## src/rtl/score_ctrl_if.sv

```systemverilog
// Game-event / overlay-digit bundle between the game logic and the score controller.
interface score_ctrl_if;
    logic       frame_tick;
    logic       hit;
    logic       miss;
    logic       start;
    logic [4:0] dig1;
    logic [4:0] dig0;
    logic [4:0] dig;
    logic       serving;
    logic       game_over;

    modport master (
        output frame_tick, hit, miss, start,
        input  dig1, dig0, dig, serving, game_over
    );

    modport slave (
        input  frame_tick, hit, miss, start,
        output dig1, dig0, dig, serving, game_over
    );
endinterface

```

## src/rtl/score_ctrl.sv

```systemverilog
// Score / ball-count controller: BCD working registers, game FSM, and
// frame-tick-latched display registers feeding the text overlay.
module score_ctrl #(
    parameter int unsigned BALLS        = 3,
    parameter int unsigned SERVE_FRAMES = 60,
    parameter int unsigned MAX_SCORE    = 99
) (
    input  logic         clk,
    input  logic         reset,
    score_ctrl_if.slave  bus
);
    localparam int unsigned BCD_W = 4;
    localparam int unsigned CNT_W = 8;

    localparam logic [BCD_W-1:0] MAX_TENS   = BCD_W'(MAX_SCORE / 10);
    localparam logic [BCD_W-1:0] MAX_ONES   = BCD_W'(MAX_SCORE % 10);
    localparam logic [BCD_W-1:0] BALLS_INIT = BCD_W'(BALLS);
    localparam logic [CNT_W-1:0] SERVE_INIT = CNT_W'(SERVE_FRAMES);

    typedef enum logic [1:0] {
        ST_NEWGAME = 2'd0,
        ST_SERVE   = 2'd1,
        ST_PLAY    = 2'd2,
        ST_OVER    = 2'd3
    } state_e;

    state_e state_q, state_d;

    logic [BCD_W-1:0] tens_q, tens_d;
    logic [BCD_W-1:0] ones_q, ones_d;
    logic [BCD_W-1:0] balls_q, balls_d;
    logic [CNT_W-1:0] cnt_q, cnt_d;

    logic [BCD_W-1:0] dig1_q, dig1_d;
    logic [BCD_W-1:0] dig0_q, dig0_d;
    logic [BCD_W-1:0] dig_q, dig_d;
    logic             serving_q, serving_d;
    logic             over_q, over_d;

    logic at_max;
    assign at_max = (tens_q == MAX_TENS) && (ones_q == MAX_ONES);

    always_ff @(posedge clk) begin
        if (reset) begin
            state_q <= ST_NEWGAME;
        end else begin
            state_q <= state_d;
        end
    end

    // Next state together with the working-register updates it decides.
    always_comb begin
        state_d = state_q;
        tens_d  = tens_q;
        ones_d  = ones_q;
        balls_d = balls_q;
        cnt_d   = cnt_q;
        if (bus.start && (state_q != ST_NEWGAME)) begin
            state_d = ST_NEWGAME;
        end else begin
            case (state_q)
                ST_NEWGAME: begin
                    tens_d  = '0;
                    ones_d  = '0;
                    balls_d = BALLS_INIT;
                    cnt_d   = SERVE_INIT;
                    state_d = ST_SERVE;
                end
                ST_SERVE: begin
                    if (bus.frame_tick) begin
                        cnt_d = cnt_q - CNT_W'(1);
                        if (cnt_q == CNT_W'(1)) begin
                            state_d = ST_PLAY;
                        end
                    end
                end
                ST_PLAY: begin
                    if (bus.hit && !at_max) begin
                        if (ones_q == BCD_W'(9)) begin
                            ones_d = '0;
                            tens_d = tens_q + BCD_W'(1);
                        end else begin
                            ones_d = ones_q + BCD_W'(1);
                        end
                    end
                    if (bus.miss) begin
                        if (balls_q > BCD_W'(1)) begin
                            balls_d = balls_q - BCD_W'(1);
                            cnt_d   = SERVE_INIT;
                            state_d = ST_SERVE;
                        end else begin
                            balls_d = '0;
                            state_d = ST_OVER;
                        end
                    end
                end
                default: begin
                end
            endcase
        end
    end

    // Status flags track the state; display snapshots pre-update working values on frame_tick.
    always_comb begin
        serving_d = (state_d == ST_SERVE);
        over_d    = (state_d == ST_OVER);
        dig1_d    = dig1_q;
        dig0_d    = dig0_q;
        dig_d     = dig_q;
        if (bus.frame_tick) begin
            dig1_d = tens_q;
            dig0_d = ones_q;
            dig_d  = balls_q;
        end
    end

    always_ff @(posedge clk) begin
        if (reset) begin
            tens_q    <= '0;
            ones_q    <= '0;
            balls_q   <= BALLS_INIT;
            cnt_q     <= '0;
            dig1_q    <= '0;
            dig0_q    <= '0;
            dig_q     <= BALLS_INIT;
            serving_q <= 1'b0;
            over_q    <= 1'b0;
        end else begin
            tens_q    <= tens_d;
            ones_q    <= ones_d;
            balls_q   <= balls_d;
            cnt_q     <= cnt_d;
            dig1_q    <= dig1_d;
            dig0_q    <= dig0_d;
            dig_q     <= dig_d;
            serving_q <= serving_d;
            over_q    <= over_d;
        end
    end

    assign bus.dig1      = {1'b0, dig1_q};
    assign bus.dig0      = {1'b0, dig0_q};
    assign bus.dig       = {1'b0, dig_q};
    assign bus.serving   = serving_q;
    assign bus.game_over = over_q;
endmodule

```

## src/flat_wrapper.sv

```systemverilog
// flat-port wrapper written by rule: the top's interface ports become plain ports
module score_ctrl_flat 
#(
    parameter int unsigned BALLS        = 3,
    parameter int unsigned SERVE_FRAMES = 60,
    parameter int unsigned MAX_SCORE    = 99
)
  (clk, reset, bus_frame_tick, bus_hit, bus_miss, bus_start, bus_dig1, bus_dig0, bus_dig, bus_serving, bus_game_over);
  score_ctrl_if bus_i ();
  input  logic clk;
  input  logic reset;
  input wire logic [$bits(bus_i.frame_tick)-1:0] bus_frame_tick;
  input wire logic [$bits(bus_i.hit)-1:0] bus_hit;
  input wire logic [$bits(bus_i.miss)-1:0] bus_miss;
  input wire logic [$bits(bus_i.start)-1:0] bus_start;
  output wire logic [$bits(bus_i.dig1)-1:0] bus_dig1;
  output wire logic [$bits(bus_i.dig0)-1:0] bus_dig0;
  output wire logic [$bits(bus_i.dig)-1:0] bus_dig;
  output wire logic [$bits(bus_i.serving)-1:0] bus_serving;
  output wire logic [$bits(bus_i.game_over)-1:0] bus_game_over;
  assign bus_i.frame_tick = bus_frame_tick;
  assign bus_i.hit = bus_hit;
  assign bus_i.miss = bus_miss;
  assign bus_i.start = bus_start;
  assign bus_dig1 = bus_i.dig1;
  assign bus_dig0 = bus_i.dig0;
  assign bus_dig = bus_i.dig;
  assign bus_serving = bus_i.serving;
  assign bus_game_over = bus_i.game_over;
  score_ctrl #(.BALLS(BALLS), .SERVE_FRAMES(SERVE_FRAMES), .MAX_SCORE(MAX_SCORE)) u_core (.clk(clk), .reset(reset), .bus(bus_i));
endmodule
```

## config.mk

```make
export PLATFORM = sky130hd
export DESIGN_NAME = score_ctrl_flat
export DESIGN_NICKNAME = d
export VERILOG_FILES = /design/src/rtl/score_ctrl_if.sv /design/src/rtl/score_ctrl.sv /design/src/flat_wrapper.sv
export SDC_FILE = /design/constraint.sdc
export NUM_CORES = 1
export LEC_CHECK = 0
export ABC_CLOCK_PERIOD_IN_PS = 3500
export BUFFER_PORTS_ARGS = -buffer_cell sky130_fd_sc_hd__buf_4
export CORE_MARGIN = 4
export CORE_UTILIZATION = 55
export CTS_CLUSTER_SIZE = 12
export DETAILED_ROUTE_END_ITERATION = 8
export GPL_TIMING_DRIVEN = 0
export MAX_ROUTING_LAYER = met4
export PLACE_DENSITY = 0.77
export SYNTH_ARGS = -nofsm -noshare
export SYNTH_HDL_FRONTEND = slang
export SYNTH_SLANG_ARGS = --single-unit
export TNS_END_PERCENT = 50
```

## constraint.sdc

```tcl
create_clock -name clk -period 3.5 [get_ports clk]
set_input_delay 0.7 -clock clk [delete_from_list [all_inputs] [get_ports clk]]
set_output_delay 0.7 -clock clk [all_outputs]
set_load 0.03 [all_outputs]
```

==> results of run 1 <==
-- worst paths after layout --
check | from | end | slack (ns) | cells after the start
hold / removal | u_core.dig_q[1] | u_core.dig_q[1] | 0.49 | 1
setup reg to reg | u_core.balls_q[0] | u_core.cnt_q[2] | 1.22 | 7
setup / recovery | u_core.balls_q[0] | u_core.cnt_q[2] | 1.22 | 7
hold reg to reg | u_core.dig_q[1] | u_core.dig_q[1] | 0.49 | 1
-- per-stage QoR --
stage / instances / util / cell area (sq um) / hold WS, ns
after floorplan: 192 / - / 1710 / 0.467
after global placement: 242 / 0.663 / 1890 / 0.449
after detailed placement: 242 / 0.663 / 1890 / 0.462
after CTS: 250 / 0.684 / 1950 / 0.487
after global routing: 250 / 0.684 / 1950 / 0.528
final: 250 / 0.684 / 1950 / 0.486
-- area by class of cell --
cell class	instances	share of cell area
multi-input combinational	136	0.462
inverter	10	0.0192
timing repair buffer	19	0.0731
clock buffer	8	0.0301
tap	31	0.0199
sequential	36	0.369
buffer	10	0.0257
-- state kept, by name (all words and copies together), names as in the netlist --
| signal | cells |
|---|---|
| u_core.bus.serving | 1 |
| u_core.tens_q | 4 |
| u_core.ones_q | 4 |
| u_core.dig1_q | 4 |
| u_core.dig0_q | 4 |
| u_core.state_q | 2 |
| u_core.cnt_q | 8 |
| u_core.dig_q | 4 |
| u_core.bus.game_over | 1 |
| u_core.balls_q | 4 |
-- where the power goes --
group / internal, W / leakage (nW) / switching, W
logic: 0.0000441 / 0.494 / 0.0000600
clock network: 0.0000992 / 0.0326 / 0.000137
registers: 0.000422 / 0.293 / 0.0000108
-- per-layer routing --
metal | up-vias | part of all wire | routed length [um] | track usage
met4 | 0 | 0.015 | 54 | 0.0809
met2 | 40 | 0.48 | 1780 | 0.330
met1 | 678 | 0.45 | 1660 | 0.242
li1 | 710 | - | - | -
met5 | - | 0 | 0 | -
met3 | 7 | 0.054 | 201 | 0.0497
-- logic make-up after synthesis --
kind of cell / after synthesis
buffers and inverters: 20
and+or+nand+nor: 69
adders and majority gates: 8
AOI/OAI and AO/OA: 36
muxes: 10
other: 1
DFF: 36
xor gates and xnor gates: 10
-- synthesized netlist by cell type (2+ instances only) --
master     n
inv_1     10
nand2_1    6
nor4_1     2
a211o_1    2
ha_1       8
mux2i_1   10
xnor2_1    8
a21oi_1   18
nand2b_1   4
or4_1      2
or3_1      2
clkbuf_1   5
o21ai_0    3
a21boi_0   2
nand3b_1   4
dfxtp_1   36
nand3_1    2
nor2_1    26
o31a_1     2
xor2_1     2
buf_4      3
nor3_1     7
-- critical path, cell delays in order, from the launching register on --
cell and delay, ns:
dfxtp_1 0.37, inv_1 0.09, ha_1 0.19, nor2_1 0.08, o31ai_1 0.87, a21boi_0 0.26, xnor2_1 0.22, a21oi_1 0.08
==> key figures, run 1 <==
Die
  • Die Area: 4050 sq um
  • IO Pins: 23
  • Core Rows: 19
  • Starting Density: 0.597
  • Die Wd: 63.6 um
  • Core ar.: 2850 sq um
  • Die boundary height: 63.6 um

Timing
  • Max-slew violation count: 0
  • Max Freq: about 0.44 GHz
  • Worst Max-Slew Pin Slew: approximately 1.1 ns
  • Final setup violation count: 0
  • RSZ-0062 raised after global routing: false
  • Post-route minimum period: 2.28 ns
  • Worst Skew: 0.00723 ns
  • Final Cycle Share: 0.652
  • Final hold vios: 0
  • Setup ws final: 1.22 ns
  • Max-slew headroom: 0.264
  • Total Neg Setup Slack: 0 ns

Final layout
  • Layout cells sized above 1: 0.151
  • Area Growth Syn to Fin: 14.5%
  • Area occupied by multi-input gates: 902 sq um
  • Fillers: 256
  • Commonest non-fill, non-tap cell in the layout: dfxtp_1
  • Register area: 721 sq um
  • Total Nets Final: roughly 230
  • Most frequent cells in the layout: dfxtp_1 (36), nor2_1 (26), buf_4 (22)
  • # diodes: 0

Power and ir drop
  • PwrDens: between 300 and 400 nW/um^2
  • Total Power: 0.000773 W
  • Peak VDD IR: 323 uV
  • Static Leakage: 0.819 nW

Synthesis
  • Area leader, netlist: dfxtp_1
  • Simple-gate share of the synthesized area: 0.220
  • EDFF count, synth: 0
  • XOR/XNOR Fraction of Synth Area: 0.0514
  • Synth cell types: 48
  • Syn avg cell area: 8.96 sq um
  • Mux contribution to synthesized area: 0.0588
  • Synth Instances: 190
  • Yosys warning count: 0
  • Synth Area in Compound Gates: 0.134
  • Yosys reg bits: 36
  • Area share of the largest cell type after synthesis: 0.423
  • Fraction of registers with async set/reset: 0
  • Area contributors post-synth: dfxtp_1 (42%), ha_1 (5.9%), mux2i_1 (5.9%)
  • Sequential area share after synthesis: 0.423
  • Main synth FF type: dfxtp_1
  • Post-Synth Adder-Cell Area: 0.0588
  • Synth Cell Area: 1700 sq um
  • Largest family of logic cells by synthesized area: simple AND/OR/NAND/NOR gates

Clock network
  • Maximum root-to-sink buffer count: 2
  • Inserted Clock Buffers: 5
  • Post-CTS sizing: 0
  • Hold Buf Count CTS: 0
  • Skew-Pair Late Insertion Delay: 0.34 ns
  • Clock tree sinks: 36
  • CTS tree: yes
  • H-tree depth: 2
  • Root Driver: clkbuf_4
  • Reg clk slew, reported paths: 0.10 ns
  • Post-CTS setup buffer count: 0

Setup path
  • Critical Path RT: roughly 3.7 ns
  • Critical Path AT: approximately 2.5 ns
  • Critical-path maximum fanout: 9
  • Crit path capture type: flop
  • Kind of critical path: flop to flop
  • Crit path launch type: flop

GRT
  • Initial antenna violation count: 0
  • Vias in the first global route: 1,396
  • First-pass GRT wire length: 6.25 mm
  • Gr ovfl total: 0
  • Pin count of the biggest net entering global routing: 11
  • GR Util All Layers: 0.204

Run
  • Max-cap violations: 0

Routing
  • Drc violations: 0
  • Final WL: 3.70 mm
  • DR iter-0 viols: 75
  • Avg WL per Cell: 14.8 um
  • DRT Pass-1 Iters: 4
  • Via count: 1,435
  • Via/cell ratio: 5.74
  • Post-DRT Antenna Nets: 0

Placed design
  • Placer Congestion: 0.862
  • Post-DP HPWL: 2.68 mm
  • PortBufs: 19
  • Pre-CTS WS: approximately 1.2 ns

Min path
  • Worst min-delay path class: flop to flop

Status
  • Outcome: finished, final reports clean
Note: power is estimated with default switching activity, not from simulation.
==> inputs of run 2 (changes only) <==
ABC_CLOCK_PERIOD_IN_PS = 1800   (was 3500)
CORE_UTILIZATION = 51   (was 55)
PLACE_DENSITY = 0.75   (was 0.77)
clock period = 1.8 ns   (was 3.5 ns; I/O delays follow)
==> run 2 against run 1 <==
The flow now finishes with violations (setup timing). Register-to-register slack worse by 1.2 ns. Clock power up 89%. First-iteration DRC count down 13%. Via count up 2.0%. Core utilization down 0.82 points. Final cell count up 8.0%. Hold slack worse by 0.16 ns. Power up 95%. Critical path depth down 1. Combinational power up 110%. Critical path type unchanged. Critical endpoint is now u_core.tens_q[2]. Largest cell class unchanged. Largest power group unchanged.
==> key figures, run 2 (synthesis gave the netlist of run 1 again) <==
Clock network
  • CTS tree: yes
  • Skew-Pair Late Insertion Delay: 0.35 ns (about the same)
  • H-tree depth: 2 (unchanged)
  • Reg clk slew, reported paths: 0.11 ns (about the same)
  • Maximum root-to-sink buffer count: 2 (unchanged)
  • Inserted Clock Buffers: 5 (unchanged)
  • Root Driver: clkbuf_4
  • Clock tree sinks: 36 (unchanged)

Final layout
  • Layout cells sized above 1: 0.261 (+0.110)
  • Total Nets Final: 239 (+3.0%)
  • Fillers: 257 (+0.39%)
  • Most frequent cells in the layout: dfxtp_1 (31), buf_4 (29), nor2_1 (25)
  • Max reg flops: 8 (unchanged)
  • Top reg by flops: u_core.cnt_q
  • # diodes: 0 (unchanged)
  • Commonest non-fill, non-tap cell in the layout: dfxtp_1
  • Area Growth Syn to Fin: 24.1%

Setup path
  • WP buf/inv: 1 (unchanged)
  • Cell Chain, Critical Path: inv_2 > ha_4 > and3b_2 > or3_4 > or4_4 > a21oi_2
  • Crit-path slowest cell: or4_4
  • R2r worst-path depth: 6 (-1)
  • Kind of critical path: flop to flop
  • Slowest stage delay, CP: 0.52 ns (-0.35 ns)
  • Crit path capture type: flop
  • Worst path top cell family by delay: simple AND/OR/NAND/NOR gates
  • Critical-path maximum fanout: 4 (-5)
  • Critical Path RT: 2.08 ns (-1.64 ns)
  • Critical Path AT: 2.09 ns (-0.41 ns)
  • Crit path launch type: flop
  • Number of cells on the critical path: 6 (-1)

Min path
  • Worst min-delay path class: input port to flop
  • Hold depth: 4 (+3)

Power and ir drop
  • Static Leakage: 0.864 nW (+5.4%)
  • PwrDens: 713 nW/um^2 (+80%)
  • Peak VDD IR: 563 uV (+74%)
  • Total Power: 0.00151 W (+95%)

Timing
  • Final setup violation count: 1 (+1)
  • RSZ-0062 raised after global routing: true
  • Post-route minimum period: 1.81 ns (-0.471 ns)
  • Setup ws final: -0.0113 ns (-1.23 ns)
  • Worst Skew: 0.00976 ns (+0.00253 ns)
  • Total Neg Setup Slack: -0.0113 ns (-0.0113 ns)
  • Worst hold slack: 0.321 ns (-0.165 ns)
  • Final Cycle Share: 1.01 (+0.354)
  • Max-slew violation count: 0 (unchanged)
  • Worst Max-Slew Pin Slew: 0.787 ns (-0.308 ns)
  • Max Freq: 0.552 GHz (+26%)
  • Max-slew headroom: 0.475 (+0.212)
  • Final hold vios: 0 (unchanged)

GRT
  • Initial antenna violation count: 0 (unchanged)
  • GR Util All Layers: 0.200 (-0.00359)
  • First-pass GRT wire length: 6.32 mm (+1.1%)
  • Pin count of the biggest net entering global routing: 11 (unchanged)
  • Gr ovfl total: 0 (unchanged)
  • Vias in the first global route: 1,446 (+3.6%)

Die
  • Die Wd: 65.8 um (+3.4%)
  • Die boundary height: 65.8 um (+3.4%)
  • Die Area: 4330 sq um (+6.8%)
  • Starting Density: 0.544 (-0.0525)
  • Core ar.: 3130 sq um (+9.6%)
  • IO Pins: 23 (unchanged)
  • Core Rows: 20 (+1)

Routing
  • Post-DRT Antenna Nets: 0 (unchanged)
  • Avg WL per Cell: 14.7 um (-0.40%)
  • DR iter-0 viols: 65 (-13%)
  • Final WL: 3.98 mm (+7.6%)
  • Via/cell ratio: 5.42 (-5.5%)
  • Via count: 1,464 (+2.0%)
  • DRT Pass-1 Iters: 4 (unchanged)
  • Drc violations: 0 (unchanged)

Placed design
  • Post-DP HPWL: 2.70 mm (+0.50%)
  • Placer Congestion: 0.820 (-4.9%)
  • PortBufs: 19 (unchanged)

Run
  • Max-cap violations: 0 (unchanged)

Status
  • Failing checks: setup timing
  • Outcome: finished with violations
run 2: where the power goes:
part / leakage, nW / switching, W / internal, W / total, W
logic: 0.536 / 0.000125 / 0.0000975 / 0.000222
clock network: 0.0326 / 0.000253 / 0.000193 / 0.000445
registers: 0.296 / 0.0000224 / 0.000817 / 0.000840
run 2: path summary, 6_finish.rpt:
path | end | slack (ns) | startpoint
worst min-delay path | u_core.bus.game_over | 0.32 | reset
worst max register to register | u_core.tens_q[2] | -0.01 | u_core.tens_q[1]
worst min register to register | u_core.dig_q[0] | 0.48 | u_core.dig_q[0]
worst max-delay path | u_core.tens_q[2] | -0.01 | u_core.tens_q[1]
run 2: worst min-delay path, delay by kind of cell:
| family | cells | cell delay, ns |
|---|---|---|
| buffers and inverters | 1 | 0.09 |
| AO/OA/AOI/OAI | 1 | 0.05 |
| AND/OR/NAND/NOR | 2 | 0.11 |
run 2: per-layer routing:
metal / vias up / wire (um) / global-route usage
met4: 0 / 59 / 0.0907
met2: 46 / 2040 / 0.334
met1: 689 / 1630 / 0.217
li1: 724 / - / -
met5: - / 0 / -
met3: 5 / 245 / 0.0612
run 2: area by class of cell:
class | count | area, sq um | area share
Multi-Input combinational cell | 136 | 982 | 0.465
Buffer | 10 | 50.0 | 0.0237
Timing Repair Buffer | 26 | 195 | 0.0924
Clock buffer | 8 | 58.8 | 0.0278
Tap cell | 44 | 55.1 | 0.0261
Inverter | 10 | 37.5 | 0.0178
Sequential cell | 36 | 734 | 0.348
run 2: metrics by stage:
step                      std cells  utilization  worst slack, ns  area (sq um)
after floorplan                 192            -           0.0113          1720
after global placement          255        0.612           -0.178          1910
after detailed placement        255        0.612           -0.210          1910
after CTS                       264        0.641          -0.0193          2000
after global routing            270        0.676          -0.0627          2110
final                           270        0.676          -0.0113          2110
run 2: timing repair:
| action | 4_1_cts | 5_1_grt |
|---|---|---|
| pin swaps | 0 | 4 |
| setup buffers | 1 | 6 |
| resized for setup | 6 | 21 |
| setup endpoints to repair | 14 | 8 |
| hold buffers | 0 | 0 |
==> inputs of run 3 (changes only) <==
BUFFER_PORTS_ARGS = -buffer_cell sky130_fd_sc_hd__buf_2   (was -buffer_cell sky130_fd_sc_hd__buf_4)
==> run 3 against run 2 <==
The flow still finishes with violations (setup timing). First-iteration DRC count decreased by 26%. Clock-buffer cell count is 1 lower. Non-clock buffer count down 1. Clock skew down 0.0013 ns. Combinational power decreased by 7%. Cell area fell by 2.8%. Sequential power is essentially flat. Critical path type unchanged. Largest cell class unchanged.
==> key figures, run 3 (synthesis gave the netlist of run 1 again) <==
Status
  • Outcome: finished with violations
  • Failing checks: setup timing

Setup path
  • Reg2reg setup slack: -0.03 ns (-0.02 ns)
  • Critical R2R Launch: u_core.tens_q[1]
  • Crit path capture type: flop
  • Critical-path maximum fanout: 5 (+1)
  • Reg2Reg Capture Point: u_core.tens_q[2]
  • Crit path launch type: flop
  • Critical Path AT: 2.10 ns (about the same)
  • Kind of critical path: flop to flop
  • R2r worst-path depth: 6 (unchanged)
  • Critical Path RT: 2.07 ns (about the same)

Placed design
  • PortBufs: 19 (unchanged)
  • Placer Congestion: 0.778 (-5.1%)
  • Post-Place Cells: 255 (unchanged)
  • Post-DP HPWL: 2.60 mm (-3.6%)
  • Pre-CTS WS: -0.207 ns (+0.00258 ns)
  • Post-DP Area: 1870 sq um (-2.5%)

Final layout
  • # diodes: 0 (unchanged)
  • Max reg flops: 8 (unchanged)
  • Total Nets Final: 238 (-0.42%)
  • Finished Layout Cells: 268 (-0.74%)
  • Register area: 736 sq um (+0.17%)
  • Finished Cell Area: 2050 sq um (-2.8%)
  • Area Growth Syn to Fin: 20.6%
  • Area occupied by multi-input gates: 968 sq um (-1.4%)
  • Layout cells sized above 1: 0.263 (+0.00233)
  • Fillers: 257 (unchanged)
  • Most frequent cells in the layout: dfxtp_1 (30), nor2_1 (25), buf_2 (20)
  • Top reg by flops: u_core.cnt_q
  • Commonest non-fill, non-tap cell in the layout: dfxtp_1

Min path
  • Hold endpoint: u_core.state_q[0]
  • Worst min-delay path class: input port to flop
  • Hold depth: 4 (unchanged)
  • Hold path start: reset

Clock network
  • Inserted Clock Buffers: 5 (unchanged)
  • Skew-Pair Late Insertion Delay: 0.34 ns (about the same)
  • CTS tree: yes
  • H-tree depth: 2 (unchanged)
  • Reg clk slew, reported paths: 0.10 ns (about the same)
  • Maximum root-to-sink buffer count: 2 (unchanged)
  • Clock tree sinks: 36 (unchanged)
  • Root Driver: clkbuf_4

GRT
  • Gr busiest metal: met2
  • GRT met2 Usage: 0.314 (-0.0200)
  • GR Util All Layers: 0.192 (-0.00749)
  • Vias in the first global route: 1,387 (-4.1%)
  • First-pass GRT wire length: 6.20 mm (-2.0%)
  • Pin count of the biggest net entering global routing: 11 (unchanged)
  • Met1 usage: 0.222 (+0.00471)
  • Met3 global-route usage: 0.0442 (-0.0170)
  • Gr ovfl total: 0 (unchanged)
  • Initial antenna violation count: 0 (unchanged)

Routing
  • Via count: 1,458 (-0.41%)
  • DR iter-0 viols: 48 (-26%)
  • Post-DRT Antenna Nets: 0 (unchanged)
  • Avg WL per Cell: 13.3 um (-9.6%)
  • Drc violations: 0 (unchanged)
  • DRT Pass-1 Iters: 4 (unchanged)
  • Final WL: 3.57 mm (-10%)
  • Via/cell ratio: 5.44 (+0.33%)

Power and ir drop
  • PwrDens: 736 nW/um^2 (+3.2%)
  • Total Power: 0.00151 W (+0.23%)
  • Static Leakage: 0.865 nW (+0.19%)
  • Peak VDD IR: 499 uV (-11%)

Die
  • Core ar.: 3130 sq um (unchanged)
  • Die Area: 4330 sq um (unchanged)
  • Die boundary height: 65.8 um (unchanged)
  • Starting Density: 0.544 (unchanged)
  • Core Rows: 20 (unchanged)
  • IO Pins: 23 (unchanged)
  • Die Wd: 65.8 um (unchanged)

Timing
  • Worst Max-Slew Pin Slew: 0.790 ns (+0.00320 ns)
  • Final Cycle Share: 1.02 (+0.0130)
  • Final hold vios: 0 (unchanged)
  • Worst Skew: 0.00850 ns (-0.00125 ns)
  • Post-route minimum period: 1.83 ns (+0.0234 ns)
  • Max-slew headroom: 0.473 (-0.00213)
  • Worst hold slack: 0.341 ns (+0.0205 ns)
  • Final setup violation count: 1 (unchanged)
  • Max Freq: 0.545 GHz (-1.3%)
  • RSZ-0062 raised after global routing: true
  • Setup ws final: -0.0347 ns (-0.0234 ns)
  • Max-slew violation count: 0 (unchanged)

Run
  • Max-cap violations: 0 (unchanged)
==> run 3: cell count changes in the layout (fill, tap and decap cells not counted), sizes merged <==
cell / delta
clkbuf: -1
buf: -1
==> run 3: how the worst max path moves through the flow <==
stage	start	endpoint	slack (ns)	cells past startpoint
floorplan	u_core.tens_q[1]	u_core.tens_q[2]	0.01	6
global placement	bus_start	u_core.balls_q[3]	-0.18	6
detailed placement	bus_start	u_core.balls_q[3]	-0.21	6
CTS	u_core.tens_q[1]	u_core.tens_q[2]	-0.06	6
global route	u_core.tens_q[1]	u_core.tens_q[2]	-0.08	6
finish	u_core.tens_q[1]	u_core.tens_q[2]	-0.03	6
==> run 3: final cells by class <==
| class | instances | area share |
|---|---|---|
| clock buffer | 7 | 0.0317 |
| tap | 44 | 0.0268 |
| sequential | 36 | 0.358 |
| inverter | 10 | 0.0183 |
| buffer | 10 | 0.0250 |
| multi-input combinational | 136 | 0.472 |
| timing repair buffer | 25 | 0.0683 |
==> run 3: repair_timing <==
item,4_1_cts,5_1_grt
endpoints found under the setup margin,10,9
gates cloned,0,0
hold buffers,0,0
setup buffers,0,6
pin swaps,0,3
resized for setup,5,20
==> run 3: critical path, stage by stage (launching register included) <==
cell and delay, ns:
dfxtp_4 0.38, inv_2 0.04, ha_2 0.15, and3b_2 0.20
or3_4 0.35, or4_4 0.52, a21oi_2 0.14
==> run 3: stage by stage <==
stage                     setup TNS (ns)  utilization
after detailed placement          -0.750        0.596
after CTS                        -0.0600        0.625
final                            -0.0347        0.656
after global routing              -0.185        0.656
after floorplan                        0            -
after global placement            -0.393        0.596
==> run 3: per-layer routing <==
metal,share of wire,up-vias
met5,0,-
met1,0.44,695
met2,0.49,32
li1,-,724
met4,0.012,0
met3,0.055,7
==> run 3: power breakdown <==
group,total [W],internal (W),switching (W)
logic,0.000207,0.0000876,0.000119
registers,0.000840,0.000818,0.0000219
clock network,0.000464,0.000221,0.000243
